**config.mk**
```make
export PLATFORM = sky130hd
export DESIGN_NAME = os_irq_ctrl_flat
export DESIGN_NICKNAME = d
export VERILOG_FILES = /design/src/rtl/os_irq_ctrl_pkg.sv /design/src/rtl/os_irq_ctrl_if.sv /design/src/rtl/os_irq_ctrl_slot.sv /design/src/rtl/os_irq_ctrl.sv /design/src/flat_wrapper.sv
export SDC_FILE = /design/constraint.sdc
export NUM_CORES = 1
export LEC_CHECK = 0
export ABC_CLOCK_PERIOD_IN_PS = 1270
export BUFFER_PORTS_ARGS = -buffer_cell sky130_fd_sc_hd__buf_4
export CORE_AREA = 5 5 42 44
export CTS_CLUSTER_DIAMETER = 40
export DETAILED_ROUTE_END_ITERATION = 8
export DIE_AREA = 0 0 47 49
export SYNTH_ARGS = -nofsm -noshare
export SYNTH_HDL_FRONTEND = slang
export SYNTH_HIERARCHICAL = 1
export SYNTH_SLANG_ARGS = --single-unit
```
**constraint.sdc**
```tcl
create_clock -name clk -period 1.27 [get_ports clk]
set_input_delay 0.3175 -clock clk [delete_from_list [all_inputs] [get_ports clk]]
set_output_delay 0.3175 -clock clk [all_outputs]
set_load 0.02 [all_outputs]
```
**src/rtl/os_irq_ctrl_pkg.sv**
```systemverilog
`default_nettype none
// +--------------------------------------------------------------------------+
// | Module   : os_irq_ctrl_pkg                                               |
// | Purpose  : Shared types and helpers for the interrupt request controller |
// |            (IPL width, level type, "no interrupt" code, level lookup).   |
// | Ports    : none (package)                                                |
// | Revision : 1.0  initial release                                          |
// +--------------------------------------------------------------------------+
package os_irq_ctrl_pkg;

  localparam int IPL_W   = 3;
  localparam int MAX_SRC = 8;

  typedef logic [IPL_W-1:0] ipl_t;

  // Encoded IPL pins when nothing is requesting (active-low level 0).
  localparam ipl_t IPL_NONE = 3'b111;

  // Level of source i out of a packed level map (source 0 in the LSBs).
  // The map is widened to the maximum source count by the caller.
  function automatic ipl_t lvl_of(input logic [MAX_SRC*IPL_W-1:0] map, input int i);
    return map[i*IPL_W +: IPL_W];
  endfunction

endpackage : os_irq_ctrl_pkg
`default_nettype wire

```
**src/rtl/os_irq_ctrl_if.sv**
```systemverilog
`default_nettype none
// +--------------------------------------------------------------------------+
// | Module   : os_irq_ctrl_if                                                |
// | Purpose  : Bundle of request, control and IPL signals between the pulse  |
// |            generators / CPU wrapper (master) and the controller (slave). |
// | Ports    : src_pulse, src_en, clr, iack, iack_lvl   master -> slave      |
// |            pending, ipl_n, irq                      slave  -> master     |
// | Revision : 1.0  initial release                                          |
// +--------------------------------------------------------------------------+
interface os_irq_ctrl_if #(
  parameter int NSRC = 4
);
  import os_irq_ctrl_pkg::*;

  logic [NSRC-1:0] src_pulse;
  logic [NSRC-1:0] src_en;
  logic [NSRC-1:0] clr;
  logic            iack;
  ipl_t            iack_lvl;
  logic [NSRC-1:0] pending;
  ipl_t            ipl_n;
  logic            irq;

  modport master (
    output src_pulse, src_en, clr, iack, iack_lvl,
    input  pending, ipl_n, irq
  );

  modport slave (
    input  src_pulse, src_en, clr, iack, iack_lvl,
    output pending, ipl_n, irq
  );

endinterface : os_irq_ctrl_if
`default_nettype wire

```
**src/rtl/os_irq_ctrl_slot.sv**
```systemverilog
`default_nettype none
// +--------------------------------------------------------------------------+
// | Module   : os_irq_slot                                                   |
// | Purpose  : One interrupt source: rising-edge detect on the pulse input,  |
// |            set/clear arbitration and the pending flop.                   |
// | Ports    : clk, reset_n       clock / sync active-low reset              |
// |            i_pulse, i_en      source pulse and enable                    |
// |            i_clr              software clear                             |
// |            i_iack, i_iack_lvl CPU acknowledge strobe and level           |
// |            o_pending          latched request                            |
// | Revision : 1.0  initial release                                          |
// +--------------------------------------------------------------------------+
module os_irq_slot
  import os_irq_ctrl_pkg::*;
#(
  parameter ipl_t LVL = 3'd0
) (
  input  wire  clk,
  input  wire  reset_n,
  input  wire  i_pulse,
  input  wire  i_en,
  input  wire  i_clr,
  input  wire  i_iack,
  input  ipl_t i_iack_lvl,
  output logic o_pending
);

  logic r_prev;
  logic r_pending;
  logic w_edge;
  logic w_ack_hit;
  logic w_pending_nxt;

  assign w_edge    = i_pulse & ~r_prev;
  assign w_ack_hit = i_iack & (i_iack_lvl == LVL);

  // Enable low wins outright; an accepted edge then wins over any release,
  // so a request arriving in the same cycle as its acknowledge is not lost.
  always_comb begin
    w_pending_nxt = r_pending;
    if (!i_en) begin
      w_pending_nxt = 1'b0;
    end else if (w_edge) begin
      w_pending_nxt = 1'b1;
    end else if (i_clr || w_ack_hit) begin
      w_pending_nxt = 1'b0;
    end
  end

  // prev resets high so a pulse already asserted at reset release is ignored.
  always_ff @(posedge clk) begin
    if (!reset_n) begin
      r_prev    <= 1'b1;
      r_pending <= 1'b0;
    end else begin
      r_prev    <= i_pulse;
      r_pending <= w_pending_nxt;
    end
  end

  assign o_pending = r_pending;

endmodule : os_irq_slot
`default_nettype wire

```
**src/rtl/os_irq_ctrl.sv**
```systemverilog
`default_nettype none
// +--------------------------------------------------------------------------+
// | Module   : os_irq_ctrl                                                   |
// | Purpose  : Latches interrupt strobes per source and drives a registered, |
// |            prioritised active-low interrupt level to the 68000 IPL pins. |
// | Ports    : clk      system clock                                         |
// |            reset_n  synchronous active-low reset                         |
// |            bus      os_irq_ctrl_if.slave (requests in, IPL out)          |
// | Revision : 1.0  initial release                                          |
// +--------------------------------------------------------------------------+
module os_irq_ctrl
  import os_irq_ctrl_pkg::*;
#(
  parameter int                  NSRC    = 4,
  parameter logic [3*NSRC-1:0]   LVL_MAP = 12'o6421
) (
  input  wire          clk,
  input  wire          reset_n,
  os_irq_ctrl_if.slave bus
);

  logic [NSRC-1:0] w_pending;
  ipl_t            w_lvl;
  ipl_t            r_ipl_n;

  for (genvar gi = 0; gi < NSRC; gi++) begin : g_slot
    os_irq_slot #(
      .LVL (lvl_of((MAX_SRC*IPL_W)'(LVL_MAP), gi))
    ) u_slot (
      .clk        (clk),
      .reset_n    (reset_n),
      .i_pulse    (bus.src_pulse[gi]),
      .i_en       (bus.src_en[gi]),
      .i_clr      (bus.clr[gi]),
      .i_iack     (bus.iack),
      .i_iack_lvl (bus.iack_lvl),
      .o_pending  (w_pending[gi])
    );
  end : g_slot

  // Highest level among pending sources; level-0 sources can never exceed
  // the zero start value, so they latch but never request.
  always_comb begin
    w_lvl = '0;
    for (int i = 0; i < NSRC; i++) begin
      if (w_pending[i] && (lvl_of((MAX_SRC*IPL_W)'(LVL_MAP), i) > w_lvl)) begin
        w_lvl = lvl_of((MAX_SRC*IPL_W)'(LVL_MAP), i);
      end
    end
  end

  // Registered so the IPL pins only move on clock edges.
  always_ff @(posedge clk) begin
    if (!reset_n) begin
      r_ipl_n <= IPL_NONE;
    end else begin
      r_ipl_n <= ~w_lvl;
    end
  end

  assign bus.pending = w_pending;
  assign bus.ipl_n   = r_ipl_n;
  assign bus.irq     = (r_ipl_n != IPL_NONE);

endmodule : os_irq_ctrl
`default_nettype wire

```
**src/flat_wrapper.sv**
```systemverilog
// flat-port wrapper written by rule: the top's interface ports become plain ports
module os_irq_ctrl_flat import os_irq_ctrl_pkg::*;
#(
  parameter int                  NSRC    = 4,
  parameter logic [3*NSRC-1:0]   LVL_MAP = 12'o6421
)
  (clk, reset_n, bus_src_pulse, bus_src_en, bus_clr, bus_iack, bus_iack_lvl, bus_pending, bus_ipl_n, bus_irq);
  os_irq_ctrl_if #(.NSRC(NSRC)) bus_i ();
  input  wire clk;
  input  wire reset_n;
  input wire logic [$bits(bus_i.src_pulse)-1:0] bus_src_pulse;
  input wire logic [$bits(bus_i.src_en)-1:0] bus_src_en;
  input wire logic [$bits(bus_i.clr)-1:0] bus_clr;
  input wire logic [$bits(bus_i.iack)-1:0] bus_iack;
  input wire logic [$bits(bus_i.iack_lvl)-1:0] bus_iack_lvl;
  output wire logic [$bits(bus_i.pending)-1:0] bus_pending;
  output wire logic [$bits(bus_i.ipl_n)-1:0] bus_ipl_n;
  output wire logic [$bits(bus_i.irq)-1:0] bus_irq;
  assign bus_i.src_pulse = bus_src_pulse;
  assign bus_i.src_en = bus_src_en;
  assign bus_i.clr = bus_clr;
  assign bus_i.iack = bus_iack;
  assign bus_i.iack_lvl = bus_iack_lvl;
  assign bus_pending = bus_i.pending;
  assign bus_ipl_n = bus_i.ipl_n;
  assign bus_irq = bus_i.irq;
  os_irq_ctrl #(.NSRC(NSRC), .LVL_MAP(LVL_MAP)) u_core (.clk(clk), .reset_n(reset_n), .bus(bus_i));
endmodule
```
# After elaboration in Yosys (flattened, before gate mapping)
# Index checks and enable logic that the tools add are counted.
# classes
n_mux	12
addsub	0
n_reduce_logical	15
n_div	0
n_lt_le_gt_ge	3
shift	0
eq_ne	5
bitwise_logic	13
mul	0
# op_table
op	n
two-way mux 1 bit	9
two-way mux 3 bit	3
bitwise AND 1 bit	8
AND reduction 2 bit	4
nonzero test 2 bit	4
equality test 3 bit, second input constant	2
> comparator 3 bit, first input constant	2
logical OR 1 bit	4
inverter 1 bit	4
equality test 3 x 1 -> 1 bit, second input constant	1
equality test 3 x 2 -> 1 bit, second input constant	1
> comparator 2 x 3 -> 1 bit, first input constant	1
logical AND 1 bit	3
inequality test 3 bit, second input constant	1
inverter 3 bit	1
# totals
romBits	0
regBits	11
latch_bits	0
output_inout_bits	8
n_memories	0
ram_bits	0

# Logic depth before layout (Yosys ltp)
# depth
word_depth	11
mapped_depth	2
mapped_depth_nobuf	2

# Cells and area by module
# The synthesis kept the hierarchy.
# modules_own_cells
module	cells_each	instances	seq_area_each_um2	area_per_inst_um2
os_irq_slot at u_core.g_slot[0].u_slot ...	7	3	40.0	78.8
os_irq_ctrl	9	1	60.1	95.1
os_irq_slot at u_core.g_slot[3].u_slot	7	1	40.0	82.6

# Least setup slack after synthesis
# Ideal clock, no wire load.
# synth_path
path_type	register to register
from	register u_core.g_slot[2].u_slot.r_pending
to	register u_core.r_ipl_n[0], in the netlist u_core/bus.ipl_n[0]
arrival_time_ns	0.884
n_path_buf	0
required_time_ns	1.136
path_slack_ns	0.252
setup_ns	0.134
period_less_slack_ns	1.018
path_stages_with_launch	2
cell_sequence	dfxtp_1 > or4_1
# synth_between
elab_chain_cells	6
# synth_lines
item	line	source
start: declaration	os_irq_ctrl_slot.sv:29	logic r_pending;
start signal: assignment	os_irq_ctrl_slot.sv:57	r_pending <= w_pending_nxt;
logical AND 1 bit *	os_irq_ctrl.sv:46	if (w_pending[i] && (lvl_of((MAX_SRC*IPL_W)'(LVL_MAP), i) > w_lvl)) begin
two-way mux 3 bit *	os_irq_ctrl.sv:46	
> comparator 3 bit	os_irq_ctrl.sv:46	
logical AND 1 bit	os_irq_ctrl.sv:46	
two-way mux 3 bit *	os_irq_ctrl.sv:46	
inverter 3 bit *	os_irq_ctrl.sv:57	r_ipl_n <= ~w_lvl;
end signal: assignment	os_irq_ctrl.sv:57	
end: declaration	os_irq_ctrl.sv:24	ipl_t r_ipl_n;
# Mark *: on every way between the ends. The rest lies on a longest branch, timed or not.
# A chain may end at the register's enable or synchronous reset.

# Final worst setup path
# layout_path
from	register u_core.r_ipl_n[1], in the netlist u_core/bus.ipl_n[1]
to	output bus_irq
# layout_between
elab_chain_cells	1
# layout_lines
item	line	source
inequality test 3 bit	os_irq_ctrl.sv:63	assign bus.irq = (r_ipl_n != IPL_NONE);
end: declaration	flat_wrapper.sv:18	output wire logic [$bits(bus_i.irq)-1:0] bus_irq;
# Every way passes these cells.

==> results.ini <==
[worst_setup_path]
r2r_cells=1
crit_arrival_ns=0.82
worstPathMaxFanout=2
r2r_slack_ns=0.30
start_kind=register
crit_type=reg2out
required_ns=0.95
crit_path_end_kind=output port

[clock_tree]
post_cts_buffers=0
tritoncts=built
clockRootBuffer=clkbuf_4
cts_buffer_depth=2
cts_sinks=11
cts_buffers=3
h-tree-depth=1
cts.repair.resized=0
hold_buffers=0
clock_latency_ns=0.26
path_clk_slew_ns=0.07

[worst_hold_path]
hold_path_depth=2
hold_class=in2reg

[floorplan]
rows=14
floorplan.initialDensity_pct=29.6
ios=26
die_x_um=47
dieArea_um2=2300
fp.dieH_um=49
coreArea_um2=1400

[routing]
drt_iter0_markers=1
num_vias=407
ant_nets=0
routed_wl_um=996
wire_per_inst_um=12.0
drtPass1Iterations=2
drc=0
viasPerCell=4.90

[sta]
fin_crit_sh_pct=89.8
setup_viol=0
post-route-min-period_ns=1.14
finClkSkew_ns=0.00541
slew_headroom_pct=75.5
worst_slew_pin_slew_ns=0.363
hold_viol=0
rsz0062_at_grt=false
fmax_ghz=0.877
fin_ws_ns=0.130
slew_violations=0
tns_ns=0

[power]
swShare_pct=21.8
p_leak_nw=0.289
vdd_drop_max_mv=0.552
p_int_uw=534
power_frac_comb_pct=13.4
totalPowerFinal_uw=683
clkPwrFrac_pct=33.8
power_switching_uw=149
seqPwrFrac_pct=52.8
power_density_nw_per_um2=1040

[placed_design]
preCtsSetupSlack_ns=0.259
dpl.hpwl_um=817
io_buffers=25
routabilityCongestion=0.632
placed_cells=79

[run_status]
status=completed

[yosys]
ys_ff_latch=11
synth_warnings=6
syn-cell-area_um2=414
avgSynthCellArea_um2=11.2
synth.distinct_cells=12
synth_cells=37
synth_seq_area_share_pct=53.2
synthesis.nets=55

[global_routing]
grt_usage_pct=9.45
grt_pass1_wl_mm=1.55
grt-ovfl-total=0
grt_pass1_vias=382
grt_start_max_net_pins=15
grt_antenna_before_repair=0

[layout]
fin_cells=83
finalNetCount=86
area_delta_synth_final_pct=58.3
final_common_cell=buf_4
final_cell_mix=26 x buf_4, 11 x dfxtp_1, 8 x nand4b_1
antenna_cells=0
num-fill-cells=149
final_layout_size_suffix_gt1_share_pct=46.3

[run]
maxCapViolations=0

[through the flow]
stage | hold slack, ns | cell area (um^2) | utilization [%]
2_1_floorplan | 0.391 | 414 | -
3_3_place_gp | 0.475 | 629 | 44.9
3_5_place_dp | 0.479 | 629 | 44.9
4_1_cts | 0.236 | 656 | 46.8
5_1_grt | 0.233 | 656 | 46.8
6_report | 0.245 | 656 | 46.8
[cell families (layout without fill, tap and decap cells)]
family | Yosys count | count (layout) | share of synthesized area [%]
flops | 11 | 11 | 53.2
buf+inv | 0 | 30 | 0
simple gates | 20 | 20 | 38.7
compound gates | 6 | 6 | 8.16
[power by group through the flow]
stage | combinational, mW | sequential [mW] | clock [mW]
detailed placement | 0.0915 | 0.369 | 0
global placement | 0.0903 | 0.369 | 0
floorplan | 0.0207 | 0.373 | 0
global route | 0.0994 | 0.362 | 0.266
CTS | 0.0918 | 0.361 | 0.243
finish | 0.0912 | 0.361 | 0.231
[per-layer routing]
metal | routed length, um | GRT usage [%] | vias up
li1 | - | - | 206
met1 | 413 | 10.8 | 183
met2 | 470 | 13.8 | 16
met3 | 106 | 4.43 | 2
met4 | 5 | 5.53 | 0
met5 | 0 | 0 | -
[worst max-delay path, cell delays in order (launching register included)]
cell and delay [ns]:
dfxtp_1 0.33, nand3_1 0.07, buf_4 0.16
[sequential cells by signal (all words and copies together), names as in the netlist]
signal                          count
u_core/g_slot.u_slot/r_prev         4
u_core/g_slot.u_slot/o_pending      4
u_core/bus.ipl_n                    3
[cell type report]
cell class	instances	area, um^2	area share, %
Tap cell	16	20.0	3.05
Clock buffer	4	26.3	4.01
Sequential cell	11	220	33.6
Multi-Input combinational cell	26	194	29.6
Timing Repair Buffer	26	195	29.8
[Yosys cell counts]
| cell type | number | area (um^2) |
|---|---|---|
| dfxtp_1 | 11 | 220 |
| nand3_1 | 1 | 5.00 |
| nand4b_1 | 8 | 70.1 |
| nor4bb_1 | 3 | 30.0 |
| o21ai_2 | 1 | 8.76 |
| o21ai_1 | 3 | 15.0 |
| o21ai_0 | 2 | 10.0 |
| nand2b_1 | 4 | 25.0 |
| or4_1 | 1 | 7.51 |
| and4b_1 | 1 | 10.0 |
| nand2_1 | 1 | 3.75 |
| and2b_2 | 1 | 8.76 |
[path summary, 6_finish.rpt]
check,startpoint,end
worst min-delay path,bus_src_pulse[3],u_core/g_slot[3].u_slot/r_prev
worst max-delay path,u_core/bus.ipl_n[1],bus_irq
worst max register to register,u_core/g_slot[2].u_slot/o_pending,u_core/bus.ipl_n[0]
worst min register to register,u_core/g_slot[0].u_slot/r_prev,u_core/g_slot[0].u_slot/o_pending
No activity file was read; power rests on OpenSTA's default activity.
